File: config.mk
export PLATFORM = sky130hd
export DESIGN_NAME = response_router
export DESIGN_NICKNAME = d
export VERILOG_FILES = /design/src/rtl/router_pkg.sv /design/src/rtl/router_fifo.sv /design/src/rtl/response_router.sv
export SDC_FILE = /design/constraint.sdc
export NUM_CORES = 1
export LEC_CHECK = 0
export ABC_AREA = 1
export BUFFER_PORTS_ARGS = -buffer_cell sky130_fd_sc_hd__buf_2
export CAP_MARGIN = 15
export CORE_UTILIZATION = 50
export CTS_BUF_LIST = sky130_fd_sc_hd__clkbuf_8
export CTS_CLUSTER_SIZE = 10
export DETAILED_ROUTE_END_ITERATION = 10
export PLACE_DENSITY = 0.82
export SLEW_MARGIN = 10
export SYNTH_ARGS = -nofsm -noshare
export SYNTH_HDL_FRONTEND = slang
export SYNTH_SLANG_ARGS = --single-unit
File: constraint.sdc
create_clock -name clk -period 3.9 [get_ports clk]
set_clock_uncertainty 0.1 [all_clocks]
set_input_delay 0.39 -clock clk [delete_from_list [all_inputs] [get_ports clk]]
set_output_delay 0.39 -clock clk [all_outputs]
set_load 0.01 [all_outputs]
File: src/rtl/router_pkg.sv
// Shared definitions for the response return path: source tag encoding and default widths.
package router_pkg;

   // Same encoding as the arbiter's data_out_ready; tag value 3 is never issued.
   typedef enum logic [1:0] {
      SRC_NONE = 2'd0,
      SRC_1    = 2'd1,
      SRC_2    = 2'd2
   } src_t;

   localparam int DATA_W_DEF = 32;

endpackage

File: src/rtl/router_fifo.sv
// Synchronous first-word-fall-through FIFO with a clear input that empties it in one edge.
module router_fifo #(
   parameter int DATA_W = 32,
   parameter int DEPTH  = 4
) (
   input  logic                         clk,
   input  logic                         reset,
   input  logic                         push,
   input  logic                         pop,
   input  logic                         clear,
   input  logic [DATA_W-1:0]            data_in,
   output logic [DATA_W-1:0]            data_out,
   output logic                         full,
   output logic                         empty,
   output logic [$clog2(DEPTH+1)-1:0]   level
);

   localparam int PW    = $clog2(DEPTH) + 1;
   localparam int LVL_W = $clog2(DEPTH + 1);

   logic [DATA_W-1:0] mem [DEPTH];
   logic [PW-1:0]     wr_ptr;
   logic [PW-1:0]     rd_ptr;
   logic              do_push;
   logic              do_pop;

   // Pointers carry one extra wrap bit so full and empty differ only in the MSB.
   assign empty    = (wr_ptr == rd_ptr);
   assign full     = (wr_ptr[PW-1] != rd_ptr[PW-1]) &&
                     (wr_ptr[PW-2:0] == rd_ptr[PW-2:0]);
   assign level    = LVL_W'(wr_ptr - rd_ptr);
   assign do_push  = push && !full && !clear;
   assign do_pop   = pop && !empty && !clear;
   assign data_out = empty ? '0 : mem[rd_ptr[PW-2:0]];

   always_ff @(posedge clk) begin
      if (reset || clear) begin
         wr_ptr <= '0;
         rd_ptr <= '0;
      end else begin
         if (do_push) wr_ptr <= wr_ptr + 1'b1;
         if (do_pop)  rd_ptr <= rd_ptr + 1'b1;
      end
   end

   always_ff @(posedge clk) begin
      if (do_push) mem[wr_ptr[PW-2:0]] <= data_in;
   end

endmodule

File: src/rtl/response_router.sv
// Return path for core results: routes each tagged result into the FIFO of the source that issued it.
module response_router
   import router_pkg::*;
#(
   parameter int DATA_W = DATA_W_DEF,
   parameter int DEPTH  = 4,
   parameter int CNT_W  = 8
) (
   input  logic                        clk,
   input  logic                        reset,
   input  logic [DATA_W-1:0]           resp_data,
   input  logic [1:0]                  resp_src,
   input  logic                        resp_valid,
   output logic                        resp_ready,
   input  logic                        flush_1,
   output logic [DATA_W-1:0]           result_1,
   output logic                        result_valid_1,
   input  logic                        result_ready_1,
   output logic [DATA_W-1:0]           result_2,
   output logic                        result_valid_2,
   input  logic                        result_ready_2,
   output logic [$clog2(DEPTH+1)-1:0]  level_1,
   output logic [$clog2(DEPTH+1)-1:0]  level_2,
   output logic [CNT_W-1:0]            bad_src_cnt
);

   logic full_1, full_2, empty_1, empty_2;
   logic accept, push_1, push_2, bad_tag;

   // Handshake: a transfer happens on an edge where valid and ready are both high; valid
   // never waits on ready, and ready here is a function of registered FIFO state only.
   assign resp_ready = !full_1 && !full_2;
   assign accept     = resp_valid && resp_ready;
   assign push_1     = accept && (resp_src == SRC_1);
   assign push_2     = accept && (resp_src == SRC_2);
   assign bad_tag    = accept && (resp_src != SRC_1) && (resp_src != SRC_2);

   assign result_valid_1 = !empty_1;
   assign result_valid_2 = !empty_2;

   router_fifo #(.DATA_W(DATA_W), .DEPTH(DEPTH)) u_fifo_1 (
      .clk      (clk),
      .reset    (reset),
      .push     (push_1),
      .pop      (result_ready_1),
      .clear    (flush_1),
      .data_in  (resp_data),
      .data_out (result_1),
      .full     (full_1),
      .empty    (empty_1),
      .level    (level_1)
   );

   router_fifo #(.DATA_W(DATA_W), .DEPTH(DEPTH)) u_fifo_2 (
      .clk      (clk),
      .reset    (reset),
      .push     (push_2),
      .pop      (result_ready_2),
      .clear    (1'b0),
      .data_in  (resp_data),
      .data_out (result_2),
      .full     (full_2),
      .empty    (empty_2),
      .level    (level_2)
   );

   always_ff @(posedge clk) begin
      if (reset) begin
         bad_src_cnt <= '0;
      end else if (bad_tag && (bad_src_cnt != '1)) begin
         bad_src_cnt <= bad_src_cnt + 1'b1;
      end
   end

endmodule

==> run metrics, run 1 <==
drt first pass iters=7; endpoints failing setup=0; Worst R2R Path Depth=9; # DRC=0; die width=152.7 µm; register area share after synthesis=71.93%; core area=22030 µm²; P&R area growth vs syn=15.67%; Crit Reg-Reg Endpoint=u_fifo_1.mem[2][7]; Worst-path clk slew=0.07 ns; clk_lat worst skew=0.55 ns; effective utilization at floorplan=51.56%; CTS sink cnt=280; Antenna Violating Nets Remaining=0; Worst Hold Launch=resp_data[12]; setup TNS=0 ns; first-pass GRT wire length=38.81 mm; H-tree lvl count=2; Synth Area in Compound Gates=9.751%; Slew @ Worst Pin=1.113 ns; number of global-route vias before repair=7510; Critical Path RT=3.41 ns; reg2reg setup slack=1.14 ns; Vias/cell=5.362; number of port buffers=120; Setup CP Type=reg2out; Reg2Reg Launch Point=u_fifo_2.wr_ptr[0]; RSZ-0062 raised after global routing=false; hold buffers post-CTS=4; largest net degree at the start of global routing=65; minimum clock period after layout=3.156 ns; Post-Synth XOR/XNOR Area=0.3856%; largest family of logic cells by synthesized area=simple AND/OR/NAND/NOR gates; drt initial violations=626; layout cell share with drive strength beyond 1=19.30%; grt ovf=0; post-CTS setup buffer count=0; Core Util, Final=59.63%; Worst VDD drop=0.2341 mV; cts repair resizes=0; status=complete, no violations; dpl hpwl=14.74 mm; DIE AREA=23320 µm²; syn nets=1024; Hold WC Path Type=in2reg; gpl congestion=0.7973; clk root buf=clkbuf_8; vias=7614; share of synthesized cell area in full adder, half adder and majority cells=2.005%; Final Max Tran Viols=0; initial antenna violation count=0; Worst Setup EP=result_1[30]; FILL cells=1698; most frequent cells in the layout=284 x nor2_1, 256 x edfxtp_1, 131 x o21ai_0; most common cell after layout, fill and taps aside=nor2_1; Synth top area share=67.70%; Yosys top cell by area=edfxtp_1; Antenna Cells=0; # IOs=121; PwrDens=485.1 nW/µm²; fin crit share=80.92%; layout net count=1161; Fin. Hold Viols=0; Slew HR=25.75%; Avg Cell Area, Syn=11.74 µm²; CTS tree=built; leakage power=4.957 nW; synthesized flop and latch total=280; Die Y=152.7 µm; Worst Setup Start Kind=flip-flop; maximum clock path buffer count=3; Fmax=316.8 MHz; Rows=54; Netlist Area Pre-Place=11360 µm²; gr usage total=21.28%; Syn Inst Count=967; Synth area leaders=edfxtp_1 68%, nor2_1 9.7%, o21ai_0 5.8%, dfxtp_1 4.2%, a21oi_1 3.3%; drt total wl=24.51 mm; max cap viols=0; Synthesis Warnings=0; simple-gate portion of the synthesized area=12.42%; multiplexer share of the synthesized area=0%; Arrival @ worst endpoint=2.67 ns; Synth cell types=30; cts bufs inserted=44; crit-path max FO=33; wire length per cell=17.26 µm; Crit. End Element=output pin
[final cells by class]
class	instances	area, µm²	share of cell area, %
sequential	280	8170	62.20
multi-input combinational	590	2849	21.69
timing repair buffer	139	773.2	5.887
clock buffer	46	633.1	4.820
tap	280	350.3	2.667
inverter	49	183.9	1.400
clock inverter	36	175.2	1.334
[power by group]
part | total, mW | switching [mW] | internal (mW)
clock network | 2.27 | 1.10 | 1.16
logic | 0.775 | 0.522 | 0.253
registers | 3.33 | 0.0177 | 3.31
[cell usage after synthesis]
cell	count
nor2_1	292
buf_2	22
nand2_2	5
nor2_4	3
fa_1	2
xor2_1	4
nand2_1	31
nor3_1	1
nand4_1	2
nand2_4	1
a21boi_1	1
nand3_2	1
a21oi_2	5
nor3_2	1
inv_1	44
xnor2_1	1
buf_1	4
buf_6	1
a21oi_1	74
dfxtp_1	24
clkbuf_1	21
nand3_1	12
o21ai_0	131
ha_1	15
clkinv_1	2
nand3_4	1
inv_2	3
edfxtp_1	256
o21ai_1	6
nor2_2	1
[registers in the layout (all words and copies together), names as in the netlist, named ones only]
register,flops
u_fifo_2.mem,128
u_fifo_2.rd_ptr,3
u_fifo_1.rd_ptr,3
bad_src_cnt,8
u_fifo_2.wr_ptr,3
u_fifo_1.mem,128
u_fifo_1.wr_ptr,3
[layer usage]
layer	global-route usage (%)	wire [µm]	part of all wire, %
met3	3.840	1420	5.8
met5	0	0	0
met1	27.77	10600	43
met2	35.21	11860	48
met4	9.043	627	2.6
[stage by stage]
stage / total power [mW] / cells / hold WS, ns / instance area, µm² / setup slack (ns)
6_report: 6.371 / 1420 / 0.02884 / 13140 / 0.7439
5_1_grt: 6.627 / 1420 / 0.01292 / 13140 / 0.5655
4_1_cts: 6.403 / 1419 / 0.0006158 / 13110 / 0.7133
3_5_place_dp: 4.158 / 1333 / 0.3927 / 12260 / 1.131
3_3_place_gp: 4.135 / 1333 / 0.3826 / 12260 / 1.189
2_1_floorplan: 3.857 / 967 / 0.3591 / 11360 / 0.7257
[kinds of logic after synthesis]
kind of cell               Yosys count
buffers and inverters               97
xor gates and xnor gates             5
and+or+nand+nor                    351
AOI/OAI and AO/OA                  217
DFF                                280
adders and majority gates           17
[critical path: stages (launching register included)]
cell	delay, ns
dfxtp_1	0.32
buf_4	0.36
inv_1	0.59
nor2_1	0.28
o21ai_1	0.09
a21oi_1	0.27
buf_2	0.19
[how the worst min path moves through the flow]
stage,cells after the start,slack (ns),endpoint
finish,1,0.03,u_fifo_2.mem[1][12]
global route,1,0.01,u_fifo_1.mem[2][9]
CTS,1,0.0006,u_fifo_1.mem[3][20]
detailed placement,2,0.39,u_fifo_2.wr_ptr[0]
global placement,2,0.38,u_fifo_1.rd_ptr[2]
floorplan,1,0.36,u_fifo_2.wr_ptr[0]
(Power assumes the default switching activity.)
==> run 2, diff against run 1 <==
PLACE_DENSITY = 0.84   (was 0.82)
clock period = 2.57 ns   (was 3.9 ns; I/O delays follow)
==> run 2 against run 1 <==
Effect of this change:
- wire length rose by 2.8%
- critical path depth did not move
- power rose by 54%
- utilization rose by 2.7 points
- the run now ends with design-rule violations left
- final cell count rose by 2.6%
- critical endpoint is now result_2[26]
- largest power group unchanged
- sequential share of layout area fell by 2.7 points
- clock power rose by 51%
- register-to-register slack got worse by 0.89 ns
- clock-buffer cell count fell by 2
- via count rose by 1.8%
==> run metrics, run 2 (synthesis results as in run 1) <==
reg2reg setup slack=0.25 ns; Slew HR=69.58%; stages on the worst setup path=6; status=finished with violations; layout cell share with drive strength beyond 1=20.82%; DIE AREA=23320 µm²; max cap viols=0; # DRC=9; Antenna Violating Nets Remaining=0; most common cell after layout, fill and taps aside=nor2_1; Crit Reg-Reg Endpoint=u_fifo_1.mem[3][3]; drt initial violations=713; Crit path max-delay family=buffers and inverters; Final WS setup=0.05285 ns; DP Worst Slack=0.2714 ns; area occupied by multi-input gates=2892 µm²; Setup CP Type=reg2out; Fmax=397.3 MHz; dpl hpwl=15.23 mm; gpl congestion=0.7820; failing checks=design-rule violations; WP buf/inv=3; layout net count=1202; Rows=54; Worst R2R Path Depth=10; Reg2Reg Launch Point=u_fifo_2.wr_ptr[0]; wire length per cell=17.30 µm; Crit. End Element=output pin; P&R area growth vs syn=20.97%; RSZ-0062 raised after global routing=true; Slew @ Worst Pin=0.4557 ns; clk_lat worst skew=0.54 ns; die width=152.7 µm; initial antenna violation count=0; Worst Setup Start Kind=flip-flop; Vias/cell=5.318; Worst VDD drop=0.4944 mV; Arrival @ worst endpoint=2.16 ns; Hold WC Path Type=in2reg; effective utilization at floorplan=51.56%; PwrDens=715.9 nW/µm²; CTS sink cnt=280; Worst Hold Launch=resp_src[1]; Critical Path RT=2.21 ns; CTS tree=built; Fin. Hold Viols=0; minimum clock period after layout=2.517 ns; Tot Pwr=9.834 mW; drt first pass iters=8; cts bufs inserted=43; leakage power=5.198 nW; most frequent cells in the layout=284 x nor2_1, 256 x edfxtp_1, 131 x o21ai_0; Seq. cell area=8173 µm²; grt ovf=0; maximum clock path buffer count=3; Final Max Tran Viols=0; core area=22030 µm²; Antenna Cells=0; largest net degree at the start of global routing=65; Finished Layout Cells=1457; FILL cells=1572; hold path endpoint=u_fifo_2.wr_ptr[2]; critical path's slowest cell=dfxtp_1; H-tree lvl count=2; vias=7748; Worst-path clk slew=0.06 ns; critical-path cell list=clkinvlp_4, buf_4, nor2_1, o21ai_0, a21oi_2, buf_2; # IOs=121; drt total wl=25.20 mm; number of global-route vias before repair=7663; crit-path max FO=16; placed cells=1338; Critical Path Max Stage Delay=0.54 ns; clk root buf=clkbuf_8; fin crit share=97.94%; number of port buffers=120; endpoints failing setup=0; hold path depth=5; first-pass GRT wire length=38.81 mm; gr usage total=21.44%; Die Y=152.7 µm
-- run 2: cell count changes in the layout (fill, tap and decap cells not counted), sizes merged --
| cell | change |
|---|---|
| dlygate4sd3 | +33 |
| clkinv | -9 |
| buf | +8 |
| inv | +4 |
| clkbuf | -2 |
| clkinvlp | +2 |
| bufinv | +1 |
-- run 2: worst max-delay path by stage --
stage          slack (ns)                  end               start
3_5_place_dp         0.27  u_fifo_1.mem[0][16]  u_fifo_2.wr_ptr[0]
5_1_grt             -0.05          result_2[7]  u_fifo_2.wr_ptr[0]
6_report             0.05         result_2[26]           flip-flop
4_1_cts              -0.1         result_2[26]           flip-flop
3_3_place_gp         0.35  u_fifo_1.mem[1][18]  u_fifo_2.wr_ptr[0]
2_1_floorplan        -0.1   u_fifo_1.mem[0][0]  u_fifo_2.wr_ptr[0]
-- run 2: layout make-up --
type                       instances  area share (%)
clock buffer                      44           4.408
clock inverter                    33           1.403
inverter                          49           1.412
multi-input combinational        590           21.05
sequential                       280           59.50
tap                              280           2.550
timing repair buffer             180           9.627
timing repair inverter             1         0.05465
-- run 2: metal layers --
layer / up-vias / global-route usage, % / part of all wire, %
met2: 301 / 37.27 / 51
met4: 0 / 8.225 / 2.5
met1: 3698 / 26.35 / 40
li1: 3699 / - / -
met3: 50 / 4.408 / 6.7
met5: - / 0 / 0
-- run 2: worst min-delay path, stage by stage --
cell     delay (ns)
buf_2          0.10
nand2_1        0.08
nor2_1         0.08
nand2_1        0.06
a21oi_1        0.05
-- run 2: where the power goes --
group | switching [mW] | internal (mW)
Sequential | 0.0371 | 5.03
Clock | 1.62 | 1.80
Combinational | 0.883 | 0.466
-- run 2: timing repair --
| item | in CTS | in global routing |
|---|---|---|
| gates cloned | 0 | 1 |
| gates resized for setup | 7 | 15 |
| endpoints found under the setup margin | 47 | 64 |
| hold buffers | 37 | 0 |
| hold endpoints to repair | 269 | 0 |
| setup buffers | 0 | 4 |
-- run 2: metrics by stage --
step | util [%] | TNS (ns) | area [µm²] | hold WS (ns)
finish | 62.37 | 0 | 13740 | 0.05091
global route | 62.37 | -0.3036 | 13740 | 0.05522
CTS | 61.98 | -0.3839 | 13650 | 0.01590
detailed placement | 56.57 | 0 | 12460 | 0.3809
global placement | 56.57 | 0 | 12460 | 0.3826
floorplan | - | -21.36 | 11380 | 0.2261
==> run 3, diff against run 2 <==
CORE_ASPECT_RATIO = 1.2   (was unset)
SKIP_LAST_GASP = 1   (was unset)
==> run 3 against run 2 <==
Effect of this change:
- the flow now finishes without violations
- worst hold slack got worse by 0.032 ns
- via count is 3.1% higher
- critical path depth is 1 higher
- sequential share of layout area is essentially flat
- power is 0.56% lower
- die area is essentially flat
- flip-flop and latch count unchanged
- clock-buffer cell count fell by 1
- non-clock buffer count unchanged
==> run metrics, run 3 (synthesis results as in run 1) <==
Crit. End Element=output pin; cts bufs inserted=42; Crit path max-delay family=buffers and inverters; Final WS setup=0.01812 ns; Setup CP Type=reg2out; Slew @ Worst Pin=0.6152 ns; Critical Path RT=2.21 ns; clk root buf=clkbuf_8; grt ovf=0; H-tree lvl count=2; Rows=60; layout net count=1202; Slew HR=58.92%; RSZ-0062 raised after global routing=true; DP Worst Slack=0.1831 ns; largest net degree at the start of global routing=65; critical path's slowest cell=dfxtp_1; dpl hpwl=15.61 mm; most common cell after layout, fill and taps aside=nor2_1; layout cell share with drive strength beyond 1=20.68%; initial antenna violation count=0; Worst Setup Start Kind=flip-flop; most frequent cells in the layout=284 x nor2_1, 256 x edfxtp_1, 131 x o21ai_0; fin crit share=99.29%; setup TNS=0 ns; Fmax=391.9 MHz; Fin. Hold Viols=0; Final Max Tran Viols=0; WP buf/inv=3; Min Hold Slack=0.01882 ns; drt initial violations=673; first-pass GRT wire length=41.50 mm; CTS tree=built; maximum clock path buffer count=3; Antenna Violating Nets Remaining=0; crit-path max FO=34; FILL cells=1619; critical-path cell list=inv_1, ha_1, nand2_1, nor2_4, buf_12, a21oi_1, buf_2; leakage power=5.184 nW; die width=139.6 µm; core area=22370 µm²; number of port buffers=120; vias=7986; Worst VDD drop=0.4433 mV; # DRC=0; status=complete, no violations; endpoints failing setup=0; stages on the worst setup path=7; Worst-path clk slew=0.06 ns; Worst R2R Path Depth=10; Arrival @ worst endpoint=2.19 ns; max cap viols=0; Hold WC Path Type=in2reg; drt total wl=27.27 mm; Vias/cell=5.492; wire length per cell=18.75 µm; Critical Path Max Stage Delay=0.38 ns; hold path depth=4; DIE AREA=23320 µm²; drt first pass iters=5; PwrDens=711.2 nW/µm²; minimum clock period after layout=2.552 ns; clk_lat worst skew=0.54 ns; CTS sink cnt=280; Die Y=167.1 µm; gpl congestion=0.7737; # IOs=121; P&R area growth vs syn=21.08%; number of global-route vias before repair=7967; gr usage total=23.08%; effective utilization at floorplan=50.76%; Antenna Cells=0
-- run 3: layout make-up --
type / instances / area (µm²) / share of cell area, %
sequential: 280 / 8174 / 59.45
timing repair buffer: 180 / 1356 / 9.864
inverter: 49 / 196.4 / 1.429
clock buffer: 43 / 591.8 / 4.304
timing repair inverter: 2 / 15.01 / 0.1092
tap: 279 / 349.1 / 2.539
clock inverter: 31 / 175.2 / 1.274
multi-input combinational: 590 / 2892 / 21.03
-- run 3: what timing repair did --
item / in CTS / in global routing
hold buffers: 37 / 0
endpoints found under the setup margin: 64 / 42
gates cloned: 2 / 1
endpoints found under the hold margin: 266 / 0
buffers inserted: 0 / 3
pin swaps: 0 / 0
gates resized for setup: 16 / 7
-- run 3: power breakdown --
group          internal, mW  leakage (nW)  switching (mW)
sequential             5.03          2.51          0.0374
combinational         0.461          2.24           0.885
clock                  1.75         0.435            1.62
total                  7.24          5.18            2.54
-- run 3: layer usage --
| layer | up-vias | wire length [µm] | global-route usage (%) |
|---|---|---|---|
| li1 | 3708 | - | - |
| met1 | 3813 | 10650 | 27.85 |
| met2 | 387 | 13710 | 40.75 |
| met3 | 78 | 1859 | 3.946 |
| met4 | 0 | 1043 | 10.13 |
| met5 | - | 0 | 0 |
-- run 3: worst register-to-register path: cells and delay by family, from the launching register on --
| kind | cells | cell delay [ns] |
|---|---|---|
| fa+ha+maj | 1 | 0.29 |
| flops | 1 | 0.38 |
| simple gates | 6 | 0.85 |
| buf+inv | 3 | 0.45 |
-- run 3: path summary, 6_finish.rpt --
check / start / to / slack [ns]
worst min-delay path: result_ready_2 / u_fifo_2.rd_ptr[0] / 0.02
worst max-delay path: u_fifo_2.wr_ptr[0] / result_2[23] / 0.02
worst min register to register: u_fifo_2.rd_ptr[0] / u_fifo_2.rd_ptr[0] / 0.42
worst max register to register: u_fifo_2.wr_ptr[0] / u_fifo_1.mem[3][27] / 0.18
-- run 3: metrics by stage --
stage / instances / instance area (µm²) / util [%] / power [mW]
after floorplan: 967 / 11380 / - / 5.854
after global placement: 1338 / 12450 / 55.67 / 6.373
after detailed placement: 1338 / 12450 / 55.67 / 6.410
after CTS: 1451 / 13680 / 61.14 / 9.782
after global routing: 1454 / 13750 / 61.46 / 10.14
final: 1454 / 13750 / 61.46 / 9.779
